--- config.mk ---
export PLATFORM = sky130hd
export DESIGN_NAME = contadores_reader_flat
export DESIGN_NICKNAME = d
export VERILOG_FILES = /design/src/rtl/contadores_pkg.sv /design/src/rtl/contadores_if.sv /design/src/rtl/contadores_addr_gen.sv /design/src/rtl/contadores_reader.sv /design/src/flat_wrapper.sv
export SDC_FILE = /design/constraint.sdc
export NUM_CORES = 1
export LEC_CHECK = 0
export CORE_MARGIN = 3
export CORE_UTILIZATION = 30
export CTS_BUF_LIST = sky130_fd_sc_hd__clkbuf_16
export DETAILED_ROUTE_END_ITERATION = 6
export SLEW_MARGIN = 10
export SYNTH_ARGS = -nofsm -noshare
export SYNTH_HDL_FRONTEND = slang
export SYNTH_SLANG_ARGS = --single-unit
--- constraint.sdc ---
create_clock -name clk -period 2.2 [get_ports clk]
set_input_delay 0.44 -clock clk [delete_from_list [all_inputs] [get_ports clk]]
set_output_delay 0.44 -clock clk [all_outputs]
set_load 0.02 [all_outputs]
--- src/rtl/contadores_pkg.sv ---
// Shared types and default sizes for the counter RAM and its read-side sequencer.
package contadores_pkg;

    localparam int unsigned BITS_DIRECT  = 6;
    localparam int unsigned SIZE_COUNTER = 4;

    // Scan sequencer states; the NEXT decision is folded into SEND/CLEAR/WAIT.
    typedef enum logic [2:0] {
        StIdle,
        StIssue,
        StWait,
        StSend,
        StClear,
        StDone
    } state_e;

endpackage

--- src/rtl/contadores_if.sv ---
// Counter RAM read/clear port plus the {address, count} valid/ready output stream.
interface contadores_if
    import contadores_pkg::*;
#(
    parameter int unsigned bitsDirect  = BITS_DIRECT,
    parameter int unsigned sizeCounter = SIZE_COUNTER
) ();

    logic [bitsDirect-1:0]  ram_adress;
    logic                   ram_count_read;
    logic                   ram_count_reset;
    logic [sizeCounter-1:0] ram_count_out;

    logic                   out_valid;
    logic                   out_ready;
    logic [bitsDirect-1:0]  out_addr;
    logic [sizeCounter-1:0] out_count;

    modport master (
        output ram_adress,
        output ram_count_read,
        output ram_count_reset,
        input  ram_count_out,
        output out_valid,
        input  out_ready,
        output out_addr,
        output out_count
    );

    modport slave (
        input  ram_adress,
        input  ram_count_read,
        input  ram_count_reset,
        output ram_count_out,
        input  out_valid,
        output out_ready,
        input  out_addr,
        input  out_count
    );

endinterface

--- src/rtl/contadores_addr_gen.sv ---
// Scan index register: loads the range at start, steps modulo 2**bitsDirect, flags the last entry.
module contadores_addr_gen
    import contadores_pkg::*;
#(
    parameter int unsigned bitsDirect = BITS_DIRECT
) (
    input  logic                  clk,
    input  logic                  rst_n,
    input  logic                  load_i,
    input  logic                  inc_i,
    input  logic [bitsDirect-1:0] first_addr_i,
    input  logic [bitsDirect-1:0] last_addr_i,
    output logic [bitsDirect-1:0] idx_o,
    output logic [bitsDirect-1:0] idx_inc_o,
    output logic                  is_last_o
);

    logic [bitsDirect-1:0] idx_q;
    logic [bitsDirect-1:0] last_q;

    always_ff @(posedge clk or negedge rst_n) begin
        if (!rst_n) begin
            idx_q  <= '0;
            last_q <= '0;
        end else if (load_i) begin
            idx_q  <= first_addr_i;
            last_q <= last_addr_i;
        end else if (inc_i) begin
            idx_q  <= idx_inc_o;
        end
    end

    // Natural overflow gives the wrap through the top address back to 0.
    assign idx_inc_o = idx_q + 1'b1;
    assign idx_o     = idx_q;
    assign is_last_o = (idx_q == last_q);

endmodule

--- src/rtl/contadores_reader.sv ---
// Read-side sequencer for the counter RAM: sweeps an inclusive address range and streams
// {address, count}, optionally clearing each entry. CONTADORES_SKIP_ZERO_EN drops zero entries.
module contadores_reader
    import contadores_pkg::*;
#(
    parameter int unsigned bitsDirect  = BITS_DIRECT,
    parameter int unsigned sizeCounter = SIZE_COUNTER
) (
    input  logic                  clk,
    input  logic                  gen_reset_n,
    input  logic                  start,
    input  logic                  clear_en,
    input  logic [bitsDirect-1:0] first_addr,
    input  logic [bitsDirect-1:0] last_addr,
    input  logic                  abort,
    output logic                  busy,
    output logic                  done,
    contadores_if.master          bus
);

    state_e                state_q;
    logic                  clear_q;
    logic                  abort_q;

    logic [bitsDirect-1:0] idx;
    logic [bitsDirect-1:0] idx_inc;
    logic                  is_last;

    logic                  load;
    logic                  step;
    logic                  finish;
    logic                  inc;
    logic                  skip_zero;

    contadores_addr_gen #(
        .bitsDirect (bitsDirect)
    ) u_addr_gen (
        .clk          (clk),
        .rst_n        (gen_reset_n),
        .load_i       (load),
        .inc_i        (inc),
        .first_addr_i (first_addr),
        .last_addr_i  (last_addr),
        .idx_o        (idx),
        .idx_inc_o    (idx_inc),
        .is_last_o    (is_last)
    );

    // step marks an entry boundary: the point where the scan either ends or moves on.
    always_comb begin
        skip_zero = 1'b0;
`ifdef CONTADORES_SKIP_ZERO_EN
        skip_zero = (state_q == StWait) && (bus.ram_count_out == '0);
`endif
        load   = (state_q == StIdle) && start;
        finish = is_last || abort_q || abort;
        step   = ((state_q == StSend) && bus.out_ready && !clear_q)
                 || (state_q == StClear)
                 || skip_zero;
        inc    = step && !finish;
    end

    always_ff @(posedge clk or negedge gen_reset_n) begin
        if (!gen_reset_n) begin
            state_q             <= StIdle;
            clear_q             <= 1'b0;
            abort_q             <= 1'b0;
            busy                <= 1'b0;
            done                <= 1'b0;
            bus.ram_adress      <= '0;
            bus.ram_count_read  <= 1'b0;
            bus.ram_count_reset <= 1'b0;
            bus.out_valid       <= 1'b0;
            bus.out_addr        <= '0;
            bus.out_count       <= {sizeCounter{1'b0}};
        end else begin
            bus.ram_count_read  <= 1'b0;
            bus.ram_count_reset <= 1'b0;
            done                <= 1'b0;

            if (abort && (state_q != StIdle) && (state_q != StDone)) begin
                abort_q <= 1'b1;
            end

            case (state_q)
                StIdle: begin
                    if (start) begin
                        state_q            <= StIssue;
                        busy               <= 1'b1;
                        clear_q            <= clear_en;
                        abort_q            <= 1'b0;
                        bus.ram_adress     <= first_addr;
                        bus.ram_count_read <= 1'b1;
                    end
                end
                StIssue: begin
                    state_q <= StWait;
                end
                StWait: begin
                    bus.out_addr  <= idx;
                    bus.out_count <= bus.ram_count_out;
                    if (!skip_zero) begin
                        bus.out_valid <= 1'b1;
                        state_q       <= StSend;
                    end
                end
                StSend: begin
                    if (bus.out_ready) begin
                        bus.out_valid <= 1'b0;
                        if (clear_q) begin
                            state_q             <= StClear;
                            bus.ram_adress      <= idx;
                            bus.ram_count_reset <= 1'b1;
                        end
                    end
                end
                StClear: begin
                end
                StDone: begin
                    state_q <= StIdle;
                    abort_q <= 1'b0;
                end
                default: begin
                    state_q <= StIdle;
                end
            endcase

            // Entry boundary overrides the per-state next state chosen above.
            if (step) begin
                if (finish) begin
                    state_q <= StDone;
                    busy    <= 1'b0;
                    done    <= 1'b1;
                end else begin
                    state_q            <= StIssue;
                    bus.ram_adress     <= idx_inc;
                    bus.ram_count_read <= 1'b1;
                end
            end
        end
    end

endmodule
--- src/flat_wrapper.sv ---
// flat-port wrapper written by rule: the top's interface ports become plain ports
module contadores_reader_flat import contadores_pkg::*;
#(
    parameter int unsigned bitsDirect  = BITS_DIRECT,
    parameter int unsigned sizeCounter = SIZE_COUNTER
)
  (clk, gen_reset_n, start, clear_en, first_addr, last_addr, abort, busy, done, bus_ram_adress, bus_ram_count_read, bus_ram_count_reset, bus_ram_count_out, bus_out_valid, bus_out_ready, bus_out_addr, bus_out_count);
  contadores_if #(.bitsDirect(bitsDirect), .sizeCounter(sizeCounter)) bus_i ();
  input  logic clk;
  input  logic gen_reset_n;
  input  logic start;
  input  logic clear_en;
  input  logic [bitsDirect-1:0] first_addr;
  input  logic [bitsDirect-1:0] last_addr;
  input  logic abort;
  output logic busy;
  output logic done;
  output wire logic [$bits(bus_i.ram_adress)-1:0] bus_ram_adress;
  output wire logic [$bits(bus_i.ram_count_read)-1:0] bus_ram_count_read;
  output wire logic [$bits(bus_i.ram_count_reset)-1:0] bus_ram_count_reset;
  input wire logic [$bits(bus_i.ram_count_out)-1:0] bus_ram_count_out;
  output wire logic [$bits(bus_i.out_valid)-1:0] bus_out_valid;
  input wire logic [$bits(bus_i.out_ready)-1:0] bus_out_ready;
  output wire logic [$bits(bus_i.out_addr)-1:0] bus_out_addr;
  output wire logic [$bits(bus_i.out_count)-1:0] bus_out_count;
  assign bus_ram_adress = bus_i.ram_adress;
  assign bus_ram_count_read = bus_i.ram_count_read;
  assign bus_ram_count_reset = bus_i.ram_count_reset;
  assign bus_i.ram_count_out = bus_ram_count_out;
  assign bus_out_valid = bus_i.out_valid;
  assign bus_i.out_ready = bus_out_ready;
  assign bus_out_addr = bus_i.out_addr;
  assign bus_out_count = bus_i.out_count;
  contadores_reader #(.bitsDirect(bitsDirect), .sizeCounter(sizeCounter)) u_core (.clk(clk), .gen_reset_n(gen_reset_n), .start(start), .clear_en(clear_en), .first_addr(first_addr), .last_addr(last_addr), .abort(abort), .busy(busy), .done(done), .bus(bus_i));
endmodule
== After elaboration in Yosys (flattened, before gate mapping) ==
Index checks and enable logic that the tools add are counted.
Storage, ports and cells
  output and inout bits: 21
  bits of input ports: 22
  register bits: 38
Cells by class
  muxes and demuxes: 32
  reductions and logical operators: 18
  equality and inequality tests: 12
  add/sub/neg operators: 1
Operators with widths (number)
  $mux W6: 7
  $mux W1: 16
  $mux W3: 5
  $pmux W3 S5: 1
  $pmux W6 S2: 1
  $add A6 B1 Y6 const B: 1
  $eq A3 B2 Y1 const B: 2
  $eq A3 B3 Y1 const B: 2
  $eq A6 B6 Y1: 1
  $logic_and A1 B1 Y1: 6
  $ne A3 B2 Y1 const B: 2
  $pmux W1 S2: 2
  $reduce_and A2 Y1: 2
  $reduce_and A4 Y1: 1
  $reduce_bool A2 Y1: 2
  $eq A3 B1 Y1 const B: 1
  $logic_not A3 Y1: 1
  $logic_or A1 B1 Y1: 3
  $ne A3 B1 Y1 const B: 1
  $ne A3 B3 Y1 const B: 1
  $reduce_bool A3 Y1: 1
  $logic_not A1 Y1: 2
  $ne A2 B1 Y1 const B: 1
  $ne A2 B2 Y1 const B: 1

== Longest topological paths before layout ==
Gate-level depths: netlist of run 1.
  depth in word-level cells: 7
  gate-level depth with buffers: 8
  depth with buffers taken out: 6

== By module ==
Synthesis of run 1 repeated with hierarchy kept, for this count alone.
Second synthesis, totals
  cell total of the unflattened synthesis: 162
  area total of the unflattened synthesis: 1881.8 µm²
Modules (own cells, without submodules)
  contadores_reader: times used 1, cells an instance 98, area each 1199.9 µm², seq. area each 650.6 µm²
  contadores_addr_gen: times used 1, cells an instance 64, area each 681.9 µm², seq. area each 300.3 µm²

== Least setup slack after synthesis of run 1 ==
Ideal clock, no wire load.
  path type: reg-to-reg
  from: reg u_core.state_q[2]
  to: reg u_core.u_addr_gen.idx_q[3] (netlist: u_core.u_addr_gen.idx_o[3])
  path slack: 0.637 ns
  path buffers: 1
  data arrival time: 1.481 ns
  data required time: 2.118 ns
  stages on the path, launching flop included: 7
  clock period less this slack: 1.563 ns
  path through: dfrtp_1 > buf_6 > and3b_1 > a32o_2 > o211ai_4 > or3_1 > a31oi_1
Between the ends
  cells in the longest elaborated chain, start to end: 6
Ends and longest elaborated chain
  start, declared: RTL line contadores_reader.sv:21  | state_e state_q;
  start signal, assigned: RTL line contadores_reader.sv:65  | state_q <= StIdle;
  start signal, assigned: RTL line contadores_reader.sv:88  | state_q <= StIssue;
  start signal, assigned: RTL line contadores_reader.sv:97  | state_q <= StWait;
  $eq A3 B2 Y1: RTL line contadores_reader.sv:57  | step = ((state_q == StSend) && bus.out_ready && !clear_q)
  $logic_and A1 B1 Y1 (2 in series): RTL line contadores_reader.sv:57
  $logic_or A1 B1 Y1: RTL line contadores_reader.sv:58  | || (state_q == StClear)
  $logic_and A1 B1 Y1: RTL line contadores_reader.sv:60  | inc = step && !finish;
  $reduce_bool A2 Y1 (no line)
  end signal, assigned: RTL line contadores_addr_gen.sv:26  | idx_q <= first_addr_i;
  end signal, assigned: RTL line contadores_addr_gen.sv:29  | idx_q <= idx_inc_o;
  end, declared: RTL line contadores_addr_gen.sv:18  | logic [bitsDirect-1:0] idx_q;
Several ways; a longest one is shown, not always the timed one.
A chain may end at the register's enable or synchronous reset.

== Worst setup path after layout of run 1 ==
  from: reg u_core.state_q[0]
  to: reg u_core.u_addr_gen.idx_q[3] (netlist: u_core.u_addr_gen.idx_o[3])
Same word-level chain as after synthesis.

==> impl_metrics.py, run 1 <==
metrics = {
    "yosys": {
        "synth_top_area_cell": "dfrtp_1",
        "ys_dominant_reg_cell": "dfrtp_1",
        "ys_types": 37,
        "synth_seq_cells": 38,
        "synth-compound-area-share_pct": 12.2,
        "yosysSeqAreaShare_pct": 51.8,
        "synth_top_family_by_area": "simple AND/OR/NAND/NOR gates",
        "ys_warn_count": 0,
        "syn_area_um2": 1830,
        "synth-xor-area-share_pct": 4.30,
        "synth-simple-area-share_pct": 18.5,
        "muxShareOfSynthArea_pct": 7.23,
        "avgSynthCellArea_um2": 10.4,
        "synth-async-reset-ratio_pct": 100,
        "synth.area.top_cells": "dfrtp_1 52%, mux2_2 6.1%, nand2_1 5.7%, xnor2_1 3.8%, a222oi_1 3.3%",
        "synth_nets": 200,
        "synthAdderAreaFrac_pct": 0.682,
        "synth_top_area_share_pct": 51.8,
        "syn_inst": 177,
        "synth-edff-count": 0,
    },
    "timing": {
        "setup_tns_ns": 0,
        "final-setup-viol-count": 0,
        "skew_ns": 0.00539,
        "fmax_mhz": 553,
        "hold_viol_final": 0,
        "period_needed_ns": 1.81,
        "tightestPinTransition_ns": 0.516,
        "final.setup.worst_slack_ns": 0.393,
        "maxSlewHeadroom_pct": 65.6,
        "fin_crit_sh_pct": 82.1,
        "drv_slew": 0,
        "rsz0062_at_grt": "false",
    },
    "power_and_ir_drop": {
        "vdd_drop_max_uv": 628,
        "leakagePower_nw": 1.07,
        "p_per_area_nw_per_um2": 1470,
    },
    "global_routing": {
        "grt_pass1_vias": 1470,
        "grt_usage_pct": 13.3,
        "overflow": 0,
        "grt_max_degree": 39,
        "antenna_found_initial": 0,
        "grt_pass1_wl_um": 7460,
    },
    "setup_path": {
        "worst_setup_path_end_kind": "register",
        "worstSetupPathType": "register to register",
        "startpoint_type": "register",
        "crit_required_ns": 2.41,
        "arrival_ns": 2.01,
        "crit_fanout": 17,
    },
    "place": {
        "gp_congestion": 0.822,
        "dp_hpwl_um": 3010,
        "post-place-ws_ns": 0.163,
        "port_buffers": 42,
    },
    "floorplanning": {
        "fp.dieArea_um2": 7090,
        "row_count": 27,
        "dieWidth_um": 84.2,
        "top_level_ports": 43,
        "start_util_pct": 32.1,
        "die_height_um": 84.2,
        "core_area_um2": 5710,
    },
    "clocking": {
        "clk_pin_slew_worst_paths_ns": 0.06,
        "clkLatencyLatePin_ns": 0.28,
        "cts_sinks": 38,
        "cts_buffer_depth": 2,
        "root_buffer": "clkbuf_16",
        "cts_buffers": 5,
        "cts_tree": "built",
        "ctsResizeCount": 0,
        "hold_buffers": 0,
        "htree_levels": 2,
        "cts_setup_buffers": 0,
    },
    "final_layout": {
        "area_growth_pct": 36.5,
        "final_util_pct": 43.9,
        "fin_nets": 247,
        "antenna_cells": 0,
        "layout_commonest_cell": "clkdlybuf4s50_1",
        "final_cell_mix": "41 x clkdlybuf4s50_1, 38 x dfrtp_1, 28 x nand2_1",
        "layout-drive-gt1-share_pct": 16.9,
    },
    "detailed_routing": {
        "drc_errors": 0,
        "wl_per_cell_um": 14.3,
        "dr.pass1.iters": 4,
        "antenna_left": 0,
        "drt-total-wl_um": 4260,
        "dr_total_vias": 1446,
        "drt_iter0_drc": 77,
        "viasPerCell": 4.87,
    },
    "status": {
        "status": "finished, final reports clean",
    },
    "worst_hold_path": {
        "hp-class": "input port to async pin",
    },
    "job": {
        "maxCapViolations": 0,
    },
}
[power by group]
group / leakage, nW / total (W) / internal, W / switching [W]
Sequential: 0.449 / 0.00129 / 0.00102 / 0.000274
Clock: 0.0672 / 0.000693 / 0.000413 / 0.000280
Combinational: 0.552 / 0.00169 / 0.000885 / 0.000809
Total: 1.07 / 0.00368 / 0.00231 / 0.00136
[sequential cells by signal (all words and copies together) (netlist names)]
name,count
u_core.bus.ram_count_reset,1
u_core.bus.out_addr,6
u_core.bus.out_valid,1
u_core.u_addr_gen.idx_o,6
u_core.clear_q,1
u_core.abort_q,1
u_core.busy,1
u_core.u_addr_gen.last_q,6
u_core.done,1
u_core.state_q,3
u_core.bus.ram_count_read,1
u_core.bus.ram_adress,6
u_core.bus.out_count,4
[critical path: stages, from the launching register on]
cell and delay, ns:
dfrtp_1 0.54, and3b_1 0.25, a32o_2 0.22, o211ai_4 0.18, or3_1 0.39, a31oi_1 0.16
[worst paths after layout]
| path | start | end | cells after the start | slack, ns |
|---|---|---|---|---|
| worst max-delay path | u_core.state_q[0] | u_core.u_addr_gen.idx_o[3] | 5 | 0.39 |
| worst min-delay path | gen_reset_n | u_core.state_q[0] | 2 | 0.21 |
| worst max register to register | u_core.state_q[0] | u_core.u_addr_gen.idx_o[3] | 5 | 0.39 |
| worst min register to register | u_core.bus.out_valid | u_core.bus.out_valid | 1 | 0.48 |
| max in group asynchronous | gen_reset_n | u_core.busy | 2 | 1.66 |
| min in group clk | u_core.bus.out_valid | u_core.bus.out_valid | 1 | 0.48 |
[stage by stage]
step	hold WS [ns]	power, W	cells	cell area [µm²]
final	0.211	0.00368	297	2500
after global routing	0.260	0.00397	297	2500
after CTS	0.229	0.00373	297	2500
after detailed placement	0.471	0.00301	289	2360
after global placement	0.462	0.00298	289	2360
after floorplan	0.144	0.00235	177	1830
[cells by family (layout without fill, tap and decap cells)]
family                   count (synthesis)  in the layout
buffers and inverters                   17             65
AND/OR/NAND/NOR                         70             70
multiplexers                            12             12
adder cells (fa/ha/maj)                  1              1
XOR/XNOR                                 9              9
flip-flops                              38             38
AO/OA/AOI/OAI                           30             30
[cell usage after synthesis (2+ instances only)]
cell type / number
mux2_2: 10
clkbuf_1: 3
o21ai_0: 5
mux2i_1: 2
buf_6: 3
inv_1: 3
nand4_1: 2
and3_1: 3
dfrtp_1: 38
nor3_1: 4
nor2_1: 12
nor3b_1: 2
or3_1: 3
xnor2_1: 8
buf_2: 7
nand3_1: 8
nand2_1: 28
a222oi_1: 6
a21oi_1: 10
a31oi_1: 2
nor2b_1: 2
[layer usage]
layer / global-route usage, % / vias to the layer above / share of wire (%)
met4: 5.70 / 0 / 2.0
met1: 18.3 / 698 / 47
met2: 20.2 / 26 / 47
met5: 0 / - / 0
met3: 3.04 / 9 / 3.9
li1: - / 713 / -
[final cells by class]
type	instances	area (µm²)
clock buffers	5	125
clock inverters	3	16.3
fillers	571	3210
inverters	3	11.3
multi-input cells	122	792
flip-flops and latches	38	951
well taps	72	90.1
repair buffers	54	518
Power figures use the tool's default switching activity.
==> run 2, diff against run 1 <==
clock period = 1.6 ns   (was 2.2 ns; I/O delays follow)
==> impl_metrics.py, run 2 (synthesis results as in run 1) <==
metrics = {
    "status": {
        "status": "finished, violations left",
        "violations": "negative setup slack",
    },
    "timing": {
        "tightestPinTransition_ns": 0.383,
        "rsz0062_at_grt": "true",
        "skew_ns": 0.00567,
        "maxSlewHeadroom_pct": 74.5,
        "drv_slew": 0,
        "final.setup.worst_slack_ns": -0.0466,
        "period_needed_ns": 1.65,
        "fin_crit_sh_pct": 103,
        "setup_tns_ns": -0.123,
        "fmax_mhz": 607,
        "final-setup-viol-count": 3,
        "hold_viol_final": 0,
    },
    "floorplanning": {
        "top_level_ports": 43,
        "die_height_um": 84.2,
        "start_util_pct": 32.1,
        "row_count": 27,
        "fp.dieArea_um2": 7090,
        "dieWidth_um": 84.2,
        "core_area_um2": 5710,
    },
    "clocking": {
        "cts_buffer_depth": 2,
        "htree_levels": 2,
        "cts_sinks": 38,
        "root_buffer": "clkbuf_16",
        "cts_tree": "built",
        "clkLatencyLatePin_ns": 0.28,
        "clk_pin_slew_worst_paths_ns": 0.06,
        "cts_buffers": 5,
    },
    "detailed_routing": {
        "antenna_left": 0,
        "dr_total_vias": 1561,
        "drt_iter0_drc": 69,
        "viasPerCell": 4.91,
        "wl_per_cell_um": 14.2,
        "dr.pass1.iters": 4,
        "drt-total-wl_um": 4520,
        "drc_errors": 0,
    },
    "power_and_ir_drop": {
        "p_sw_w": 0.00194,
        "p_seq_share_pct": 31.2,
        "vdd_drop_max_uv": 970,
        "combPwrFrac_pct": 51.8,
        "intPower_w": 0.00339,
        "p_per_area_nw_per_um2": 1950,
        "clkPwrFrac_pct": 17.0,
        "leakagePower_nw": 1.22,
        "sw_frac_of_total_pct": 36.4,
    },
    "final_layout": {
        "layout-drive-gt1-share_pct": 26.4,
        "antenna_cells": 0,
        "fin_area_um2": 2740,
        "area_growth_pct": 49.2,
        "final_cell_mix": "40 x clkdlybuf4s50_1, 38 x dfrtp_1, 27 x nand2_1, 27 x buf_4",
        "fillers": 539,
        "fin_nets": 269,
        "layout_commonest_cell": "clkdlybuf4s50_1",
    },
    "place": {
        "gp_congestion": 0.775,
        "port_buffers": 42,
        "dp_hpwl_um": 3290,
        "postPlaceCellArea_um2": 2480,
    },
    "job": {
        "maxCapViolations": 0,
    },
    "setup_path": {
        "arrival_ns": 1.84,
        "crit_fanout": 6,
        "worstSetupPathType": "register to register",
        "crit_required_ns": 1.79,
        "r2r_slack_ns": -0.05,
        "startpoint_type": "register",
        "worst_setup_path_end_kind": "register",
    },
    "global_routing": {
        "antenna_found_initial": 0,
        "overflow": 0,
        "grt_pass1_vias": 1479,
        "grt_usage_pct": 12.9,
        "grt_pass1_wl_um": 7250,
        "grt_max_degree": 18,
    },
    "worst_hold_path": {
        "hp-class": "input port to async pin",
    },
}
-- run 2: cell types whose count changed in the layout (fill, tap and decap cells not counted), sizes merged --
cell	before	now
buf	13	34
clkdlybuf4s50	41	40
clkinv	2	0
clkinvlp	1	0
dlygate4sd3	0	1
dlymetal6s2s	0	1
inv	3	5
-- run 2: worst max-delay path: stages (launching register included) --
cell,delay (ns)
dfrtp_1,0.37
and3b_2,0.25
a32o_2,0.21
o211ai_4,0.11
buf_6,0.15
or3_1,0.33
a31oi_1,0.14
-- run 2: cell type report --
cell class / instances / area, µm² / share of cell area, %
repair buffers: 76 / 707 / 25.8
inverters: 3 / 11.3 / 0.412
clock buffers: 5 / 125 / 4.57
clock inverters: 2 / 7.51 / 0.274
multi-input cells: 122 / 845 / 30.9
well taps: 72 / 90.1 / 3.29
flip-flops and latches: 38 / 951 / 34.8
-- run 2: final timing paths --
check	from	to	depth (start not counted)
worst max-delay path	u_core.state_q[2]	u_core.u_addr_gen.idx_o[3]	6
worst min-delay path	gen_reset_n	u_core.state_q[1]	2
worst max register to register	u_core.state_q[2]	u_core.u_addr_gen.idx_o[3]	6
worst min register to register	u_core.u_addr_gen.last_q[2]	u_core.u_addr_gen.last_q[2]	2
max in group asynchronous	gen_reset_n	u_core.u_addr_gen.idx_o[0]	3
min in group clk	u_core.u_addr_gen.last_q[2]	u_core.u_addr_gen.last_q[2]	2
-- run 2: repair_timing --
item | 4_1_cts | 5_1_grt
resized for setup | 3 | 15
setup buffers | 2 | 3
pin swaps | 4 | 10
hold buffers | 1 | 0
endpoints found under the hold margin | 14 | 0
endpoints found under the setup margin | 4 | 13
-- run 2: metal layers --
metal	vias up	part of all wire, %	global-route usage, %
met4	0	0.44	3.07
met1	760	45	17.0
met5	-	0	0
li1	762	-	-
met3	2	5.1	4.32
met2	37	50	20.7
-- run 2: power by group through the flow --
stage | Clock (W) | Sequential (W) | Combinational (W)
CTS | 0.000928 | 0.00166 | 0.00267
floorplan | 0 | 0.00192 | 0.00131
finish | 0.000908 | 0.00166 | 0.00276
global placement | 0 | 0.00166 | 0.00262
global route | 0.000972 | 0.00172 | 0.00301
detailed placement | 0 | 0.00167 | 0.00265
-- run 2: through the flow --
step                      setup slack, ns  total power [W]  hold slack (ns)  cells  utilization (%)
after global routing               -0.150          0.00571            0.516    318             47.9
final                             -0.0466          0.00533            0.493    318             47.9
after CTS                         -0.0513          0.00526            0.498    315             46.4
after global placement             -0.228          0.00428            0.260    305             43.5
after detailed placement           -0.250          0.00432            0.258    305             43.5
after floorplan                    0.0372          0.00324           0.0244    177                -
==> run 3, diff against run 2 <==
--- a/config.mk
+++ b/config.mk
@@ -11,2 +11,4 @@
 export DETAILED_ROUTE_END_ITERATION = 6
+export PLACE_DENSITY = 0.6
+export SKIP_CTS_REPAIR_TIMING = 1
 export SLEW_MARGIN = 10
--- a/constraint.sdc
+++ b/constraint.sdc
@@ -3,2 +3,2 @@
 set_output_delay 0.32 -clock clk [all_outputs]
-set_load 0.02 [all_outputs]
+set_load 0.005 [all_outputs]
==> impl_metrics.py, run 3 (synthesis results as in run 1) <==
metrics = {
    "status": {
        "status": "finished, violations left",
        "violations": "negative setup slack",
    },
    "setup_path": {
        "cp_cell_sequence": "xnor2_2 > nand4_1 > o211ai_4 > buf_6 > nor3b_2 > o31ai_2",
        "crit_family": "compound AO/OA/AOI/OAI gates",
        "rr_worst_depth": 6,
        "arrival_ns": 1.84,
        "cpPeakStageDelay_ns": 0.41,
        "worst_setup_path_end_kind": "register",
        "reg2reg_to": "u_core.u_addr_gen.idx_o[5]",
        "crit_required_ns": 1.77,
        "crit_fanout": 7,
        "crit_buf_inv": 1,
        "reg2reg_from": "u_core.u_addr_gen.last_q[1]",
        "startpoint_type": "register",
        "r2r_slack_ns": -0.07,
        "worstSetupPathType": "register to register",
        "crit_slowest_cell": "dfrtp_1",
    },
    "clocking": {
        "clk_pin_slew_worst_paths_ns": 0.05,
        "cts_tree": "built",
        "htree_levels": 2,
        "root_buffer": "clkbuf_16",
        "clkLatencyLatePin_ns": 0.28,
        "cts_sinks": 38,
        "cts_buffers": 5,
        "cts_buffer_depth": 2,
    },
    "place": {
        "gp_congestion": 0.775,
        "dp.cells": 305,
        "dp_hpwl_um": 3290,
        "port_buffers": 42,
    },
    "power_and_ir_drop": {
        "p_per_area_nw_per_um2": 1850,
        "combPwrFrac_pct": 48.5,
        "vdd_drop_max_uv": 911,
        "intPower_w": 0.00336,
        "p_seq_share_pct": 33.5,
        "leakagePower_nw": 1.19,
        "sw_frac_of_total_pct": 32.7,
        "clkPwrFrac_pct": 18.0,
        "p_sw_w": 0.00163,
    },
    "timing": {
        "final.setup.worst_slack_ns": -0.0705,
        "fin_crit_sh_pct": 104,
        "maxSlewHeadroom_pct": 74.8,
        "tightestPinTransition_ns": 0.378,
        "fmax_mhz": 599,
        "period_needed_ns": 1.67,
        "hold_viol_final": 0,
        "hold_ws_ns": 0.493,
        "final-setup-viol-count": 4,
        "rsz0062_at_grt": "true",
        "drv_slew": 0,
        "skew_ns": 0.00379,
    },
    "detailed_routing": {
        "dr_total_vias": 1541,
        "drc_errors": 0,
        "drt_iter0_drc": 65,
        "antenna_left": 0,
        "drt-total-wl_um": 4430,
        "wl_per_cell_um": 13.9,
        "dr.pass1.iters": 4,
        "viasPerCell": 4.85,
    },
    "floorplanning": {
        "top_level_ports": 43,
        "start_util_pct": 32.1,
        "die_height_um": 84.2,
        "dieWidth_um": 84.2,
        "core_area_um2": 5710,
        "row_count": 27,
        "fp.dieArea_um2": 7090,
    },
    "global_routing": {
        "antenna_found_initial": 0,
        "grt_usage_pct": 12.8,
        "grt_pass1_vias": 1470,
        "grt_max_degree": 18,
        "overflow": 0,
        "grt_pass1_wl_um": 7170,
    },
    "worst_hold_path": {
        "worstHoldPathCells": 2,
        "hold_end": "u_core.u_addr_gen.last_q[2]",
        "hp-start": "u_core.u_addr_gen.last_q[2]",
        "hp-class": "register to register",
    },
    "final_layout": {
        "final_cells": 318,
        "final_util_pct": 47.2,
        "area_growth_pct": 47.0,
        "layout-drive-gt1-share_pct": 25.2,
        "fin_nets": 269,
        "layout_commonest_cell": "clkdlybuf4s50_1",
        "antenna_cells": 0,
        "final_cell_mix": "41 x clkdlybuf4s50_1, 38 x dfrtp_1, 30 x buf_4",
    },
    "job": {
        "maxCapViolations": 0,
    },
}
## run 3: tightest hold or removal path, cell delays in order, from the launching register on
cell and delay [ns]:
dfrtp_1 0.35, nand2_1 0.05, nand2_1 0.05
## run 3: cell type report
type | instances | area, µm²
Tap cell | 72 | 90.1
Timing Repair Buffer | 76 | 693
Multi-Input combinational cell | 122 | 818
Inverter | 3 | 11.3
Sequential cell | 38 | 951
Clock buffer | 5 | 125
Fill cell | 554 | 3010
Clock inverter | 2 | 7.51
## run 3: worst max path at each step
stage                                            from                         end  cells past startpoint
after floorplan                     u_core.state_q[2]  u_core.u_addr_gen.idx_o[3]                      6
after global placement                  bus_out_ready  u_core.u_addr_gen.idx_o[1]                      6
after detailed placement                bus_out_ready  u_core.u_addr_gen.idx_o[1]                      6
after CTS                  u_core.u_addr_gen.idx_o[4]  u_core.u_addr_gen.idx_o[1]                      6
after global routing      u_core.u_addr_gen.last_q[4]  u_core.u_addr_gen.idx_o[5]                      6
final                     u_core.u_addr_gen.last_q[1]  u_core.u_addr_gen.idx_o[5]                      6
## run 3: layer usage
layer / GRT usage [%] / routed length [µm]
met1: 16.6 / 1960
met5: 0 / 0
met4: 3.07 / 20
met2: 20.7 / 2240
met3: 4.42 / 214
## run 3: stage by stage
| stage | setup TNS, ns | power (W) | setup WS (ns) | cell area (µm²) |
|---|---|---|---|---|
| after floorplan | 0 | 0.00296 | 0.0372 | 1830 |
| after global placement | -2.12 | 0.00400 | -0.228 | 2480 |
| after detailed placement | -2.36 | 0.00404 | -0.250 | 2480 |
| after CTS | -0.247 | 0.00497 | -0.135 | 2620 |
| after global routing | -1.09 | 0.00537 | -0.195 | 2700 |
| final | -0.213 | 0.00499 | -0.0705 | 2700 |
## run 3: power groups by stage
stage / clock network [W] / registers, W / logic, W
2_1_floorplan: 0 / 0.00164 / 0.00132
6_report: 0.000899 / 0.00167 / 0.00242
5_1_grt: 0.000972 / 0.00173 / 0.00267
3_3_place_gp: 0 / 0.00166 / 0.00233
3_5_place_dp: 0 / 0.00167 / 0.00237
4_1_cts: 0.000928 / 0.00166 / 0.00238
